[config.mk]
export PLATFORM = sky130hd
export DESIGN_NAME = flow_control_buffer
export DESIGN_NICKNAME = d
export VERILOG_FILES = /design/src/rtl/vt52_pkg.sv /design/src/rtl/sync_fifo.sv /design/src/rtl/flow_control_buffer.sv
export SDC_FILE = /design/constraint.sdc
export NUM_CORES = 1
export LEC_CHECK = 0
export ABC_CLOCK_PERIOD_IN_PS = 3900
export BUFFER_PORTS_ARGS = -buffer_cell sky130_fd_sc_hd__buf_2
export CORE_ASPECT_RATIO = 2
export CORE_MARGIN = 1
export CORE_UTILIZATION = 45
export CTS_CLUSTER_DIAMETER = 30
export CTS_CLUSTER_SIZE = 10
export DETAILED_ROUTE_END_ITERATION = 8
export HOLD_SLACK_MARGIN = 0.03
export PLACE_DENSITY = 0.6
export SYNTH_ARGS = -nofsm -noshare
export SYNTH_HDL_FRONTEND = slang
export SYNTH_SLANG_ARGS = --single-unit
[constraint.sdc]
create_clock -name i_clk -period 3.9 [get_ports i_clk]
set_input_delay 0.39 -clock i_clk [delete_from_list [all_inputs] [get_ports i_clk]]
set_output_delay 0.39 -clock i_clk [all_outputs]
set_load 0.1 [all_outputs]
[src/rtl/vt52_pkg.sv]
// Shared definitions for the VT52 terminal datapath: XON/XOFF bytes and the
// host flow-control state encoding.
package vt52_pkg;

  localparam logic [7:0] XON_BYTE  = 8'h11;
  localparam logic [7:0] XOFF_BYTE = 8'h13;

  typedef enum logic [1:0] {
    FLOWING   = 2'd0,
    SEND_XOFF = 2'd1,
    STOPPED   = 2'd2,
    SEND_XON  = 2'd3
  } flow_state_t;

  // The control byte a state is trying to send (only meaningful in SEND_* states).
  function automatic logic [7:0] ctrl_byte(input flow_state_t s);
    if (s == SEND_XOFF) begin
      return XOFF_BYTE;
    end else begin
      return XON_BYTE;
    end
  endfunction

endpackage

[src/rtl/sync_fifo.sv]
// Single-clock show-ahead FIFO with an explicit occupancy counter, so level is
// exact at both empty and full without pointer-wrap ambiguity.
module sync_fifo #(
  parameter int DEPTH = 64,
  parameter int WIDTH = 8
) (
  input  logic                     i_clk,
  input  logic                     i_rst_n,
  input  logic                     i_push,
  input  logic [WIDTH-1:0]         i_wdata,
  input  logic                     i_pop,
  output logic [WIDTH-1:0]         o_rdata,
  output logic [$clog2(DEPTH):0]   o_level,
  output logic                     o_full,
  output logic                     o_empty
);

  localparam int PTR_W = $clog2(DEPTH);
  localparam int LVL_W = PTR_W + 1;
  localparam logic [LVL_W-1:0] FULL_LVL = LVL_W'(DEPTH);

  logic [WIDTH-1:0] r_mem [DEPTH];
  logic [PTR_W-1:0] r_wr_ptr;
  logic [PTR_W-1:0] r_rd_ptr;
  logic [LVL_W-1:0] r_level;
  logic             w_push;
  logic             w_pop;

  assign o_full  = (r_level == FULL_LVL);
  assign o_empty = (r_level == {LVL_W{1'b0}});
  assign w_push  = i_push && !o_full;
  assign w_pop   = i_pop && !o_empty;
  assign o_rdata = r_mem[r_rd_ptr];
  assign o_level = r_level;

  // Storage is not reset; only pointers and level carry state that matters.
  always_ff @(posedge i_clk) begin
    if (w_push) begin
      r_mem[r_wr_ptr] <= i_wdata;
    end
  end

  // Pointer and occupancy update; pointers wrap naturally since DEPTH is a power of two.
  always_ff @(posedge i_clk or negedge i_rst_n) begin
    if (!i_rst_n) begin
      r_wr_ptr <= {PTR_W{1'b0}};
      r_rd_ptr <= {PTR_W{1'b0}};
      r_level  <= {LVL_W{1'b0}};
    end else begin
      if (w_push) begin
        r_wr_ptr <= r_wr_ptr + PTR_W'(1);
      end
      if (w_pop) begin
        r_rd_ptr <= r_rd_ptr + PTR_W'(1);
      end
      case ({w_push, w_pop})
        2'b10:   r_level <= r_level + LVL_W'(1);
        2'b01:   r_level <= r_level - LVL_W'(1);
        default: r_level <= r_level;
      endcase
    end
  end

endmodule

[src/rtl/flow_control_buffer.sv]
// Host receive buffer with XON/XOFF flow control, merging control bytes into the
// keyboard byte stream heading back to the host.
module flow_control_buffer
  import vt52_pkg::*;
#(
  parameter int DEPTH      = 64,
  parameter int HIGH_WATER = 48,
  parameter int LOW_WATER  = 16
) (
  input  logic                   i_clk,
  input  logic                   i_reset_n,
  input  logic [7:0]             i_rx_data,
  input  logic                   i_rx_valid,
  output logic                   o_rx_ready,
  output logic [7:0]             o_cmd_data,
  output logic                   o_cmd_valid,
  input  logic                   i_cmd_ready,
  input  logic [7:0]             i_kbd_data,
  input  logic                   i_kbd_valid,
  output logic                   o_kbd_ready,
  output logic [7:0]             o_tx_data,
  output logic                   o_tx_valid,
  input  logic                   i_tx_ready,
  output logic [$clog2(DEPTH):0] o_level,
  output logic                   o_stopped
);

  localparam int LVL_W = $clog2(DEPTH) + 1;
  localparam logic [LVL_W-1:0] HIGH_LVL = LVL_W'(HIGH_WATER);
  localparam logic [LVL_W-1:0] LOW_LVL  = LVL_W'(LOW_WATER);

  logic [LVL_W-1:0] w_level;
  logic             w_full;
  logic             w_empty;
  logic [7:0]       w_fifo_rdata;
  logic             w_rx_push;
  logic             w_cmd_pop;
  logic             w_tx_accept;
  logic             w_tx_can_load;
  logic             w_ctrl_pending;
  logic             w_kbd_load;

  flow_state_t      r_state;
  logic             r_stopped;
  logic [7:0]       r_tx_data;
  logic             r_tx_valid;
  logic             r_tx_is_ctrl;

  sync_fifo #(
    .DEPTH (DEPTH),
    .WIDTH (8)
  ) u_rx_fifo (
    .i_clk   (i_clk),
    .i_rst_n (i_reset_n),
    .i_push  (w_rx_push),
    .i_wdata (i_rx_data),
    .i_pop   (w_cmd_pop),
    .o_rdata (w_fifo_rdata),
    .o_level (w_level),
    .o_full  (w_full),
    .o_empty (w_empty)
  );

  assign o_rx_ready  = !w_full;
  assign o_cmd_valid = !w_empty;
  assign o_cmd_data  = w_fifo_rdata;
  assign o_level     = w_level;
  assign w_rx_push   = i_rx_valid && o_rx_ready;
  assign w_cmd_pop   = o_cmd_valid && i_cmd_ready;

  // A control byte is owed until it sits in the tx register; once loaded it
  // only needs acceptance, so the keyboard may queue behind it.
  assign w_tx_accept    = r_tx_valid && i_tx_ready;
  assign w_tx_can_load  = !r_tx_valid || i_tx_ready;
  assign w_ctrl_pending = ((r_state == SEND_XOFF) || (r_state == SEND_XON)) && !r_tx_is_ctrl;
  assign o_kbd_ready    = w_tx_can_load && !w_ctrl_pending;
  assign w_kbd_load     = i_kbd_valid && o_kbd_ready;

  assign o_tx_data  = r_tx_data;
  assign o_tx_valid = r_tx_valid;
  assign o_stopped  = r_stopped;

  // Flow-control FSM; a requested XON/XOFF is never withdrawn once entered.
  always_ff @(posedge i_clk or negedge i_reset_n) begin
    if (!i_reset_n) begin
      r_state   <= FLOWING;
      r_stopped <= 1'b0;
    end else begin
      case (r_state)
        FLOWING: begin
          if (w_level >= HIGH_LVL) begin
            r_state <= SEND_XOFF;
          end
        end
        SEND_XOFF: begin
          if (w_tx_accept && r_tx_is_ctrl) begin
            r_state   <= STOPPED;
            r_stopped <= 1'b1;
          end
        end
        STOPPED: begin
          if (w_level <= LOW_LVL) begin
            r_state <= SEND_XON;
          end
        end
        SEND_XON: begin
          if (w_tx_accept && r_tx_is_ctrl) begin
            r_state   <= FLOWING;
            r_stopped <= 1'b0;
          end
        end
        default: begin
          r_state   <= FLOWING;
          r_stopped <= 1'b0;
        end
      endcase
    end
  end

  // One-byte tx holding register: control byte wins over a new keyboard byte.
  always_ff @(posedge i_clk or negedge i_reset_n) begin
    if (!i_reset_n) begin
      r_tx_data    <= 8'h00;
      r_tx_valid   <= 1'b0;
      r_tx_is_ctrl <= 1'b0;
    end else if (w_tx_can_load) begin
      if (w_ctrl_pending) begin
        r_tx_data    <= ctrl_byte(r_state);
        r_tx_valid   <= 1'b1;
        r_tx_is_ctrl <= 1'b1;
      end else if (w_kbd_load) begin
        r_tx_data    <= i_kbd_data;
        r_tx_valid   <= 1'b1;
        r_tx_is_ctrl <= 1'b0;
      end else begin
        r_tx_valid   <= 1'b0;
        r_tx_is_ctrl <= 1'b0;
      end
    end
  end

endmodule

### Yosys cells after proc, flatten, opt, wreduce, memory -nomap -nowiden

Memory sizes are Yosys's and may differ from the RTL's.
Cells that the tools add are included.

| word-level totals | value |
|---|---|
| register bits | 32 |
| RAM bits | 512 |
| output and inout bits | 28 |
| memories kept | 1 |

Memory list:

| memory | depth | width | rd ports | clocked after memory_dff | write ports | line | text |
|---|---|---|---|---|---|---|---|
| u_rx_fifo.r_mem | 64 | 8 | 1 | 0 | 1 | sync_fifo.sv:22 | `logic [WIDTH-1:0] r_mem [DEPTH];` |

| cells by class | value |
|---|---|
| add/sub/neg operators | 4 |
| order comparisons | 2 |
| equal/unequal tests | 10 |
| multiplexer cells | 17 |
| reductions and logical operators | 24 |

Operator list:

| kind | count |
|---|---|
| two-way mux 8 bit | 2 |
| one-hot mux 7 bit (2 select lines) | 1 |
| adder 6 x 1 -> 6 bit, second input constant | 2 |
| two-way mux 2 bit | 5 |
| logical AND 1 bit | 9 |
| one-hot mux 2 bit (4 select lines) | 1 |
| adder 7 x 1 -> 7 bit, second input constant | 1 |
| == test 7 bit, second input constant | 1 |
| greater-or-equal comparator 7 x 6 -> 1 bit, second input constant | 1 |
| less-or-equal comparator 7 x 5 -> 1 bit, second input constant | 1 |
| zero test 7 bit | 1 |
| two-way mux 1 bit | 7 |
| subtractor 7 x 1 -> 7 bit, second input constant | 1 |
| == test 2 bit, second input constant | 3 |
| inequality test 2 bit, second input constant | 3 |
| nonzero test 2 bit | 3 |
| zero test 1 bit | 5 |
| == test 2 x 1 -> 1 bit, second input constant | 2 |
| AND reduction 4 bit | 1 |
| AND reduction 3 bit | 1 |
| zero test 2 bit | 1 |
| logical OR 1 bit | 2 |
| inequality test 2 x 1 -> 1 bit, second input constant | 1 |
| one-hot mux 1 bit (2 select lines) | 1 |
| AND reduction 2 bit | 1 |

### Longest topological paths before layout

Gate-level depths: netlist of run 1.

| depth | value |
|---|---|
| depth after elaboration | 8 |
| gate-level depth with buffers | 14 |
| mapped depth without buffers | 11 |

### Modules after synthesis

From an unflattened synthesis of run 1, not the netlist that was laid out.

| second synthesis, totals | value |
|---|---|
| cell total of the unflattened synthesis | 1,166 |
| area total of the unflattened synthesis | 21,785.9 um^2 |

Modules (own cells, without submodules):

| module | times used | cells each | area an instance (um^2) |
|---|---|---|---|
| sync_fifo | 1 | 1,105 | 21,081.5 |
| flow_control_buffer | 1 | 61 | 704.4 |

### Least setup slack after synthesis of run 1

No wires, ideal clock.

| timing path | value |
|---|---|
| path kind | flip-flop to output port |
| from | register u_rx_fifo.r_rd_ptr[0] |
| to | output port o_cmd_data[6] |
| arrival time | 3.860 ns |
| path slack | -0.350 ns |
| cell stages (with the launch flop) | 10 |
| path buffers | 4 |
| cells stage by stage | dfrtp_1 -> buf_2 -> buf_4 -> buf_4 -> buf_2 -> mux2i_1 -> o221ai_1 -> a21oi_1 -> a21boi_0 -> o32ai_1 |

| between the ends | value |
|---|---|
| longest elaborated chain between the ends | 1 |

Ends and longest elaborated chain:

| element | line | text |
|---|---|---|
| from (decl) | sync_fifo.sv:24 | `logic [PTR_W-1:0] r_rd_ptr;` |
| from (signal assigned) | sync_fifo.sv:47 | `r_rd_ptr <= {PTR_W{1'b0}};` |
| from (signal assigned) | sync_fifo.sv:54 | `r_rd_ptr <= r_rd_ptr + PTR_W'(1);` |
| memory read (64 x 8 bit) | -- |  |
| to (decl) | flow_control_buffer.sv:15 | `output logic [7:0] o_cmd_data,` |

No other way between the ends.

### Worst setup path after layout of run 1

| timing path | value |
|---|---|
| from | register u_rx_fifo.r_rd_ptr[2] |
| to | output port o_cmd_data[3] |

Same word-level chain as after synthesis.

==> results of run 1 <==
[state kept, by name (all words and copies together), names as in the netlist]
register,flops
u_rx_fifo.r_mem,512
r_tx_is_ctrl,1
o_stopped,1
o_tx_data,8
u_rx_fifo.r_rd_ptr,6
u_rx_fifo.r_wr_ptr,6
u_rx_fifo.o_level,7
o_tx_valid,1
r_state,2
[per-layer routing]
metal	vias to the layer above	wire length, um	GRT usage (%)	part of all wire, %
li1	4813	-	-	-
met2	286	29190	41.34	57
met4	0	2334	11.03	4.6
met5	-	0	0	0
met1	5693	17710	23.23	35
met3	90	1867	3.115	3.7
[synthesized netlist by cell type, drive strengths merged, types with 2 or more instances]
library cell and count:
mux4 95, a2bb2oi 3, o221ai 2, ha 9, a31oi 3, a22oi 7, and4 6, nand4 2
or3b 3, nand2 20, a21oi 10, o21a 3, nor2b 6, nor3b 2, xnor2 11, and2 4
edfxtp 512, xor2 7, a21boi 2, and3 3, o22ai 30, a211o 4, inv 10, or2 2
a211oi 25, nor3 4, o21ai 28, dfrtp 32, nand3b 4, or4 4, mux2 8, clkbuf 32
nor2 83, nand2b 6, a22o 5, mux2i 91, nand3 7, buf 34
[through the flow]
step                total power [uW]   TNS, ns
finish                         20070  -0.03879
global route                   20750         0
CTS                            20270         0
detailed placement             14630         0
global placement               14560         0
floorplan                      12000         0
[critical path, cell delays in order (launching register included)]
cell and delay [ns]:
dfrtp_2 0.62, or3b_2 0.47, o22ai_1 0.16, a211oi_1 1.04, o21ai_0 0.20, and4_1 0.29
buf_12 0.18
[final cells by class]
cell class / instances / area [um^2]
clock inverters: 15 / 156.4
clock buffers: 90 / 1804
multi-input cells: 511 / 5092
inverters: 10 / 37.54
flip-flops and latches: 544 / 16190
repair buffers: 117 / 1010
well taps: 632 / 790.8
fillers: 3734 / 22280
[cell usage in the layout, fill, tap and decap left out, types with 5 or more instances in the layout]
cell           netlist  layout
edfxtp_1           512     512
mux4_2              95      95
mux2i_1             91      91
nor2_1              83      83
clkbuf_16            0      68
buf_4                3      51
buf_2               24      41
o22ai_1             30      30
a211oi_1            25      25
dfrtp_1             32      25
o21ai_0             27      24
nand2_1             20      20
clkbuf_1            32      20
buf_12               0      17
xnor2_1             11      11
inv_1               10      10
a21oi_1             10      10
xor2_1               7       7
mux2_2               7       7
nand3_1              7       7
a22oi_1              7       7
ha_1                 9       7
dlygate4sd3_1        0       7
and4_1               6       6
nand2b_1             6       6
nor2b_1              6       6
a22o_1               5       5
inv_6                0       5
[cell families after synthesis]
logic type	after synthesis	synth area share [%]
DFF	544	74.93
muxes	194	14.56
and+or+nand+nor	158	3.541
AOI/OAI and AO/OA	132	4.132
buffers and inverters	76	1.582
xor gates and xnor gates	18	0.7303
adders and majority gates	9	0.5216
[path summary, 6_finish.rpt]
check | from | to | slack (ns)
setup / recovery | u_rx_fifo.r_rd_ptr[2]$_DFFE_PN0P_ | o_cmd_data[3] | -0.04
hold / removal | i_kbd_data[0] | o_tx_data[0]$_DFFE_PN0P_ | 0.08
setup reg to reg | u_rx_fifo.o_level[1]$_DFFE_PN0P_ | u_rx_fifo.o_level[5]$_DFFE_PN0P_ | 0.48
hold reg to reg | o_tx_data[1]$_DFFE_PN0P_ | o_tx_data[1]$_DFFE_PN0P_ | 0.50
max in group asynchronous | i_reset_n | u_rx_fifo.o_level[3]$_DFFE_PN0P_ | 2.86
min in group asynchronous | i_reset_n | u_rx_fifo.r_wr_ptr[3]$_DFFE_PN0P_ | 0.44
[what timing repair did]
action                                  4_1_cts  5_1_grt
hold buffers                                  7        0
resized for setup                             0        1
setup buffers                                 1        0
endpoints found under the setup margin        2        1
endpoints found under the hold margin        38        0
[power by group through the flow]
stage	clock, uW	sequential, uW	combinational, uW
after floorplan	0	7610	4390
after global placement	0	7290	7270
after detailed placement	0	7310	7320
after CTS	5720	7180	7370
after global routing	5930	7220	7600
final	5630	7180	7260
==> qor.txt, run 1 <==
================================================================================
Status ............................................................ complete, but fails checks
Violations in the final reports ................................... negative setup slack
Number of cells in the design after placement .....................         1806
Area overhead of the layout relative to synthesis .................       16.20%
Sw Pwr ............................................................      7239 uW
Drt pass-1 iters ..................................................            5
CTS clock-pin slew for the worst setup and hold paths .............      0.06 ns
Clock latency on the worst-skew pair ..............................      0.59 ns
Critical-path maximum fanout ......................................           18
DRC violation count after routing .................................            0
Clock Root Buffer .................................................    clkbuf_16
H-tree Lvls .......................................................            3
Power share of the sequential group ...............................        35.8%
Cell internal power dissipation ...................................     12830 uW
Residual antenna-violating net count after detailed routing .......            0
Cts bufs inserted .................................................           67
Number of buffers between clock root and the deepest sink .........            3
Area inside the core boundary ..................................... 0.04736 mm^2
RSZ-0062 raised after global routing ..............................        false
Fraction of the core area covered by cells at the end of the flow .       52.96%
Number of instances in the synthesized netlist ....................         1131
Max Transition Viols Final ........................................            0
GR Overflow Total .................................................            0
Clock period minus worst slack ....................................     3.939 ns
Worst setup path category .........................................      reg2out
Initial standard-cell utilization of the core .....................       45.58%
Fin. Hold Viols ...................................................            0
Cell types occupying the most area after synthesis ................ edfxtp_1 71%, mux4_2 9.9%, mux2i_1 4.2%
Netlist Area Pre-Place ............................................ 0.02159 mm^2
Pin count of the biggest net entering global routing ..............           65
Crit path arrival time ............................................      3.55 ns
Worst Reg-to-Reg Cells ............................................            9
CTS tree ..........................................................         done
Startpoint type of the worst setup path ...........................     register
Number of global-route vias before repair .........................        11625
Relative slew slack ...............................................       14.58%
Non-Filler Instances ..............................................         1919
Total Routed Length ...............................................     51.10 mm
Average instance area after synthesis .............................   19.09 um^2
Placed wire-length estimate after detailed placement ..............     33.86 mm
Global-route wire length before repair ............................     75.58 mm
Required time of the critical path ................................      3.51 ns
Nets in the synthesized netlist ...................................         1162
Share of async-settable or async-resettable flops after synthesis .       5.882%
Clock tree skew after final layout ................................   0.02223 ns
Critical Path Sink Type ...........................................   output pin
Number of top-level pins ..........................................           50
Drt first-iter violations .........................................          726
Final weighted congestion of routability-driven global placement ..       0.7947
Number of different library cells in the post-synthesis netlist ...           57
Post-layout net count .............................................         1282
Hold Worst Slack ..................................................   0.08203 ns
Number of buffer cells added on primary ports .....................           49
Non-Filler Cell Area, Final ....................................... 0.02509 mm^2
Mean routed wirelength per cell ...................................     26.63 um
Final clock period utilization by the worst path ..................       101.0%
Yosys top cell by area ............................................     edfxtp_1
Sequential area share after synthesis .............................       74.93%
Final worst slack .................................................  -0.03879 ns
Number of antenna violations at the first check in global routing .            0
Global-route total usage across every layer .......................       21.93%
Count of clock tree sinks .........................................          544
Share of Yosys cell area claimed by the top area cell type ........       71.22%
Number of setup violations in the final report ....................            1
Die ar. ........................................................... 0.04891 mm^2
Peak Freq .........................................................   0.2539 GHz
Die width .........................................................     156.9 um
Yosys synthesis warning count .....................................            0
Flip-flop and latch count after synthesis .........................          544
Number of enable flip-flop cells after synthesis ..................          512
Site row count ....................................................          113
Hold Path Class ...................................................       in2reg
Share of total power in combinational logic .......................        36.2%
Share of post-route cells with drive strength above 1 .............       24.55%
Area of placed instances .......................................... 0.02304 mm^2
Slew @ Worst Pin ..................................................     1.274 ns
N_diodes ..........................................................            0
Standby leakage power .............................................  0.008343 uW
Placement-stage worst setup slack .................................    0.4952 ns
Via count .........................................................        10882
Worst supply voltage drop on vdd ..................................     968.3 uV
Net Sw Frac .......................................................       36.07%
Predominant post-synthesis flop cell ..............................     edfxtp_1
DR vias/cell ......................................................        5.671
Number of max-cap violations ......................................            0
Part of the total power dissipated in the clock network ...........        28.0%
WHS Path Cells ....................................................            2
Power Dens Cells .................................................. 800.1 mW/mm^2
Die extent in y ...................................................     311.8 um
================================================================================
No activity file was read; power rests on OpenSTA's default activity.
==> inputs of run 2 (changes only) <==
--- a/config.mk
+++ b/config.mk
@@ -7,6 +7,8 @@
 export LEC_CHECK = 0
 export ABC_CLOCK_PERIOD_IN_PS = 3900
 export BUFFER_PORTS_ARGS = -buffer_cell sky130_fd_sc_hd__buf_2
+export CELL_PAD_IN_SITES_DETAIL_PLACEMENT = 0
+export CELL_PAD_IN_SITES_GLOBAL_PLACEMENT = 2
 export CORE_ASPECT_RATIO = 2
 export CORE_MARGIN = 1
 export CORE_UTILIZATION = 45
@@ -14,7 +16,7 @@
 export CTS_CLUSTER_SIZE = 10
 export DETAILED_ROUTE_END_ITERATION = 8
 export HOLD_SLACK_MARGIN = 0.03
-export PLACE_DENSITY = 0.6
+export PLACE_DENSITY = 0.73
 export SYNTH_ARGS = -nofsm -noshare
 export SYNTH_HDL_FRONTEND = slang
 export SYNTH_SLANG_ARGS = --single-unit
==> constraint.sdc (replaced) <==
create_clock -name i_clk -period 3.9 [get_ports i_clk]
set_input_delay 0.78 -clock i_clk [delete_from_list [all_inputs] [get_ports i_clk]]
set_output_delay 0.78 -clock i_clk [all_outputs]
set_load 0.1 [all_outputs]
==> qor.txt, run 2 (same netlist as run 1, synthesis figures left out) <==
================================================================================
Area overhead of the layout relative to synthesis .................       19.52%   was 16.20%
Status ............................................................ finished clean   was complete, but fails checks
Number of flip-flops in the largest register ......................          512   unchanged
Required time of the critical path ................................      3.12 ns   was 3.51 ns
Crit Reg-Reg Startpoint ........................................... u_rx_fifo.o_level[1]$_DFFE_PN0P_   unchanged
Die extent in y ...................................................     311.8 um   unchanged
Critical Path Sink Type ...........................................   output pin   unchanged
Die width .........................................................     156.9 um   unchanged
Cts bufs inserted .................................................           74   was 67
Share of post-route cells with drive strength above 1 .............       30.17%   was 24.55%
R2R Setup Slk .....................................................      0.46 ns   was 0.48 ns
Standby leakage power .............................................  0.008751 uW   was 0.008343 uW
Clock Root Buffer .................................................    clkbuf_16   unchanged
Area inside the core boundary ..................................... 0.04736 mm^2   unchanged
H-tree Lvls .......................................................            3   unchanged
Worst setup path category .........................................      reg2out   unchanged
Number of global-route vias before repair .........................        11994   was 11625
Timing startpoint of the critical path ............................ u_rx_fifo.r_rd_ptr[1]$_DFFE_PN0P_   was u_rx_fifo.r_rd_ptr[2]$_DFFE_PN0P_
Cts-stage hold buffer count .......................................            0   was 7
Critical-path maximum fanout ......................................           12   was 18
Relative slew slack ...............................................       20.09%   was 14.58%
Startpoint type of the worst setup path ...........................     register   unchanged
Number of setup violations in the final report ....................            0   was 1
Area of placed instances .......................................... 0.02326 mm^2   was 0.02304 mm^2
Number of top-level pins ..........................................           50   unchanged
Fraction of the core area covered by cells at the end of the flow .       54.48%   was 52.96%
Met2 WL ...........................................................     30.75 mm   was 29.19 mm
Global-route wire length before repair ............................     78.98 mm   was 75.58 mm
Clock period minus worst slack ....................................     3.808 ns   was 3.939 ns
Drt first-iter violations .........................................          702   was 726
Total Routed Length ...............................................     53.66 mm   was 51.10 mm
Placed wire-length estimate after detailed placement ..............     34.99 mm   was 33.86 mm
Commonest non-fill, non-tap cell in the layout ....................     edfxtp_1   unchanged
N_diodes ..........................................................            0   unchanged
Max Used Layer ....................................................         met4   unchanged
Pin count of the biggest net entering global routing ..............           65   unchanged
Non-Filler Cell Area, Final ....................................... 0.02580 mm^2   was 0.02509 mm^2
Worst supply voltage drop on vdd ..................................     588.6 uV   was 968.3 uV
Crit path arrival time ............................................      3.03 ns   was 3.55 ns
Clock tree skew after final layout ................................   0.02670 ns   was 0.02223 ns
CTS tree ..........................................................         done   unchanged
Via count .........................................................        11157   was 10882
Count of clock tree sinks .........................................          544   unchanged
Top reg by flops .................................................. u_rx_fifo.r_mem   unchanged
Site row count ....................................................          113   unchanged
Die ar. ........................................................... 0.04891 mm^2   unchanged
Max Transition Viols Final ........................................            0   unchanged
DR vias/cell ......................................................        5.661   was 5.671
Setup TNS .........................................................         0 ns   was -0.03879 ns
Number of max-cap violations ......................................            0   unchanged
Wire length on met1 ...............................................     18.68 mm   was 17.71 mm
Fin. Hold Viols ...................................................            0   unchanged
Mean routed wirelength per cell ...................................     27.22 um   was 26.63 um
Clock latency on the worst-skew pair ..............................      0.60 ns   was 0.59 ns
Worst Reg-to-Reg Cells ............................................            9   unchanged
Hold Path Class ...................................................     in2async   was in2reg
CTS clock-pin slew for the worst setup and hold paths .............      0.06 ns   about the same
Global-route total usage across every layer .......................       23.08%   was 21.93%
RSZ-0062 raised after global routing ..............................         true   was false
Residual antenna-violating net count after detailed routing .......            0   unchanged
Final clock period utilization by the worst path ..................       97.64%   was 101.0%
Final weighted congestion of routability-driven global placement ..       0.8095   was 0.7947
Power Dens Cells .................................................. 815.7 mW/mm^2   was 800.1 mW/mm^2
Destination of the worst register-to-register timing path ......... u_rx_fifo.o_level[5]$_DFFE_PN0P_   unchanged
Post-layout net count .............................................         1332   was 1282
GR Overflow Total .................................................            0   unchanged
Drt pass-1 iters ..................................................            5   unchanged
Number of buffer cells added on primary ports .....................           49   unchanged
Detailed-routed wire length on met3 ...............................     1.829 mm   was 1.867 mm
Peak Freq .........................................................   0.2626 GHz   was 0.2539 GHz
DRC violation count after routing .................................            0   unchanged
Initial standard-cell utilization of the core .....................       45.58%   unchanged
Number of antenna violations at the first check in global routing .            0   unchanged
Most frequent cells in the layout ................................. 512 x edfxtp_1, 98 x buf_4, 95 x mux4_2   was 512 x edfxtp_1, 95 x mux4_2, 91 x mux2i_1
Critical path capture point ....................................... o_cmd_data[7]   was o_cmd_data[3]
Slew @ Worst Pin ..................................................     1.199 ns   was 1.274 ns
Number of buffers between clock root and the deepest sink .........            3   unchanged
================================================================================
[run 2: changes by cell type in the layout (fill, tap and decap cells not counted), sizes merged]
cell         before  now
buf             110  158
inv              15   14
bufbuf            0    1
dlygate4sd3       7    0
bufinv            2    3
clkinvlp          2    4
clkinv            6   14
[run 2: area by class of cell]
cell class / count / area [um^2]
fillers: 3692 / 21560
multi-input cells: 511 / 5190
clock inverters: 25 / 236.5
well taps: 632 / 790.8
inverters: 10 / 37.54
clock buffers: 89 / 1972
flip-flops and latches: 544 / 16190
repair buffers: 160 / 1381
[run 2: how the worst min path moves through the flow]
stage                                        endpoint  depth (start not counted)                startpoint
floorplan                       o_stopped$_DFFE_PN0P_                          0                 i_reset_n
global placement             o_tx_data[1]$_DFFE_PN0P_                          2  o_tx_data[1]$_DFFE_PN0P_
detailed placement           o_tx_data[1]$_DFFE_PN0P_                          2  o_tx_data[1]$_DFFE_PN0P_
CTS                  u_rx_fifo.o_level[2]$_DFFE_PN0P_                          1                 i_reset_n
global route         u_rx_fifo.o_level[2]$_DFFE_PN0P_                          1                 i_reset_n
finish              u_rx_fifo.r_wr_ptr[4]$_DFFE_PN0P_                          1                 i_reset_n
[run 2: report_power, final]
group / switching, uW / leakage, uW / total, uW / internal (uW)
registers: 333 / 0.00498 / 7100 / 6770
clock network: 2350 / 0.00107 / 6110 / 3770
logic: 4830 / 0.00270 / 7830 / 3000
[run 2: timing repair]
action,CTS,global route
setup endpoints to repair,7,8
pin swaps,1,0
resized for setup,30,9
setup buffers,7,6
cloned,2,1
[run 2: layer usage]
layer  vias to the layer above  global-route usage (%)
li1                       4917                       -
met1                      5869                   24.82
met2                       277                   43.31
met3                        94                   3.310
met4                         0                   11.07
met5                         -                       0
[run 2: critical path, stage by stage, from the launching register on]
cell	delay, ns
dfrtp_4	0.59
buf_4	0.19
nand3b_1	0.29
buf_4	0.25
o22ai_1	0.22
a211oi_1	0.08
o21ai_0	0.13
buf_4	0.20
and4_1	0.29
buf_12	0.20
[run 2: stage by stage]
stage / setup WS, ns / total power (uW) / cells / hold WS, ns
after detailed placement: 0.2217 / 14660 / 1841 / 0.4726
final: 0.09216 / 21050 / 1971 / 0.2916
after global placement: 0.2531 / 14630 / 1841 / 0.4668
after CTS: 0.006801 / 21120 / 1964 / 0.2998
after global routing: -0.01466 / 21740 / 1971 / 0.3533
after floorplan: 0.01872 / 12000 / 1131 / 0.4791
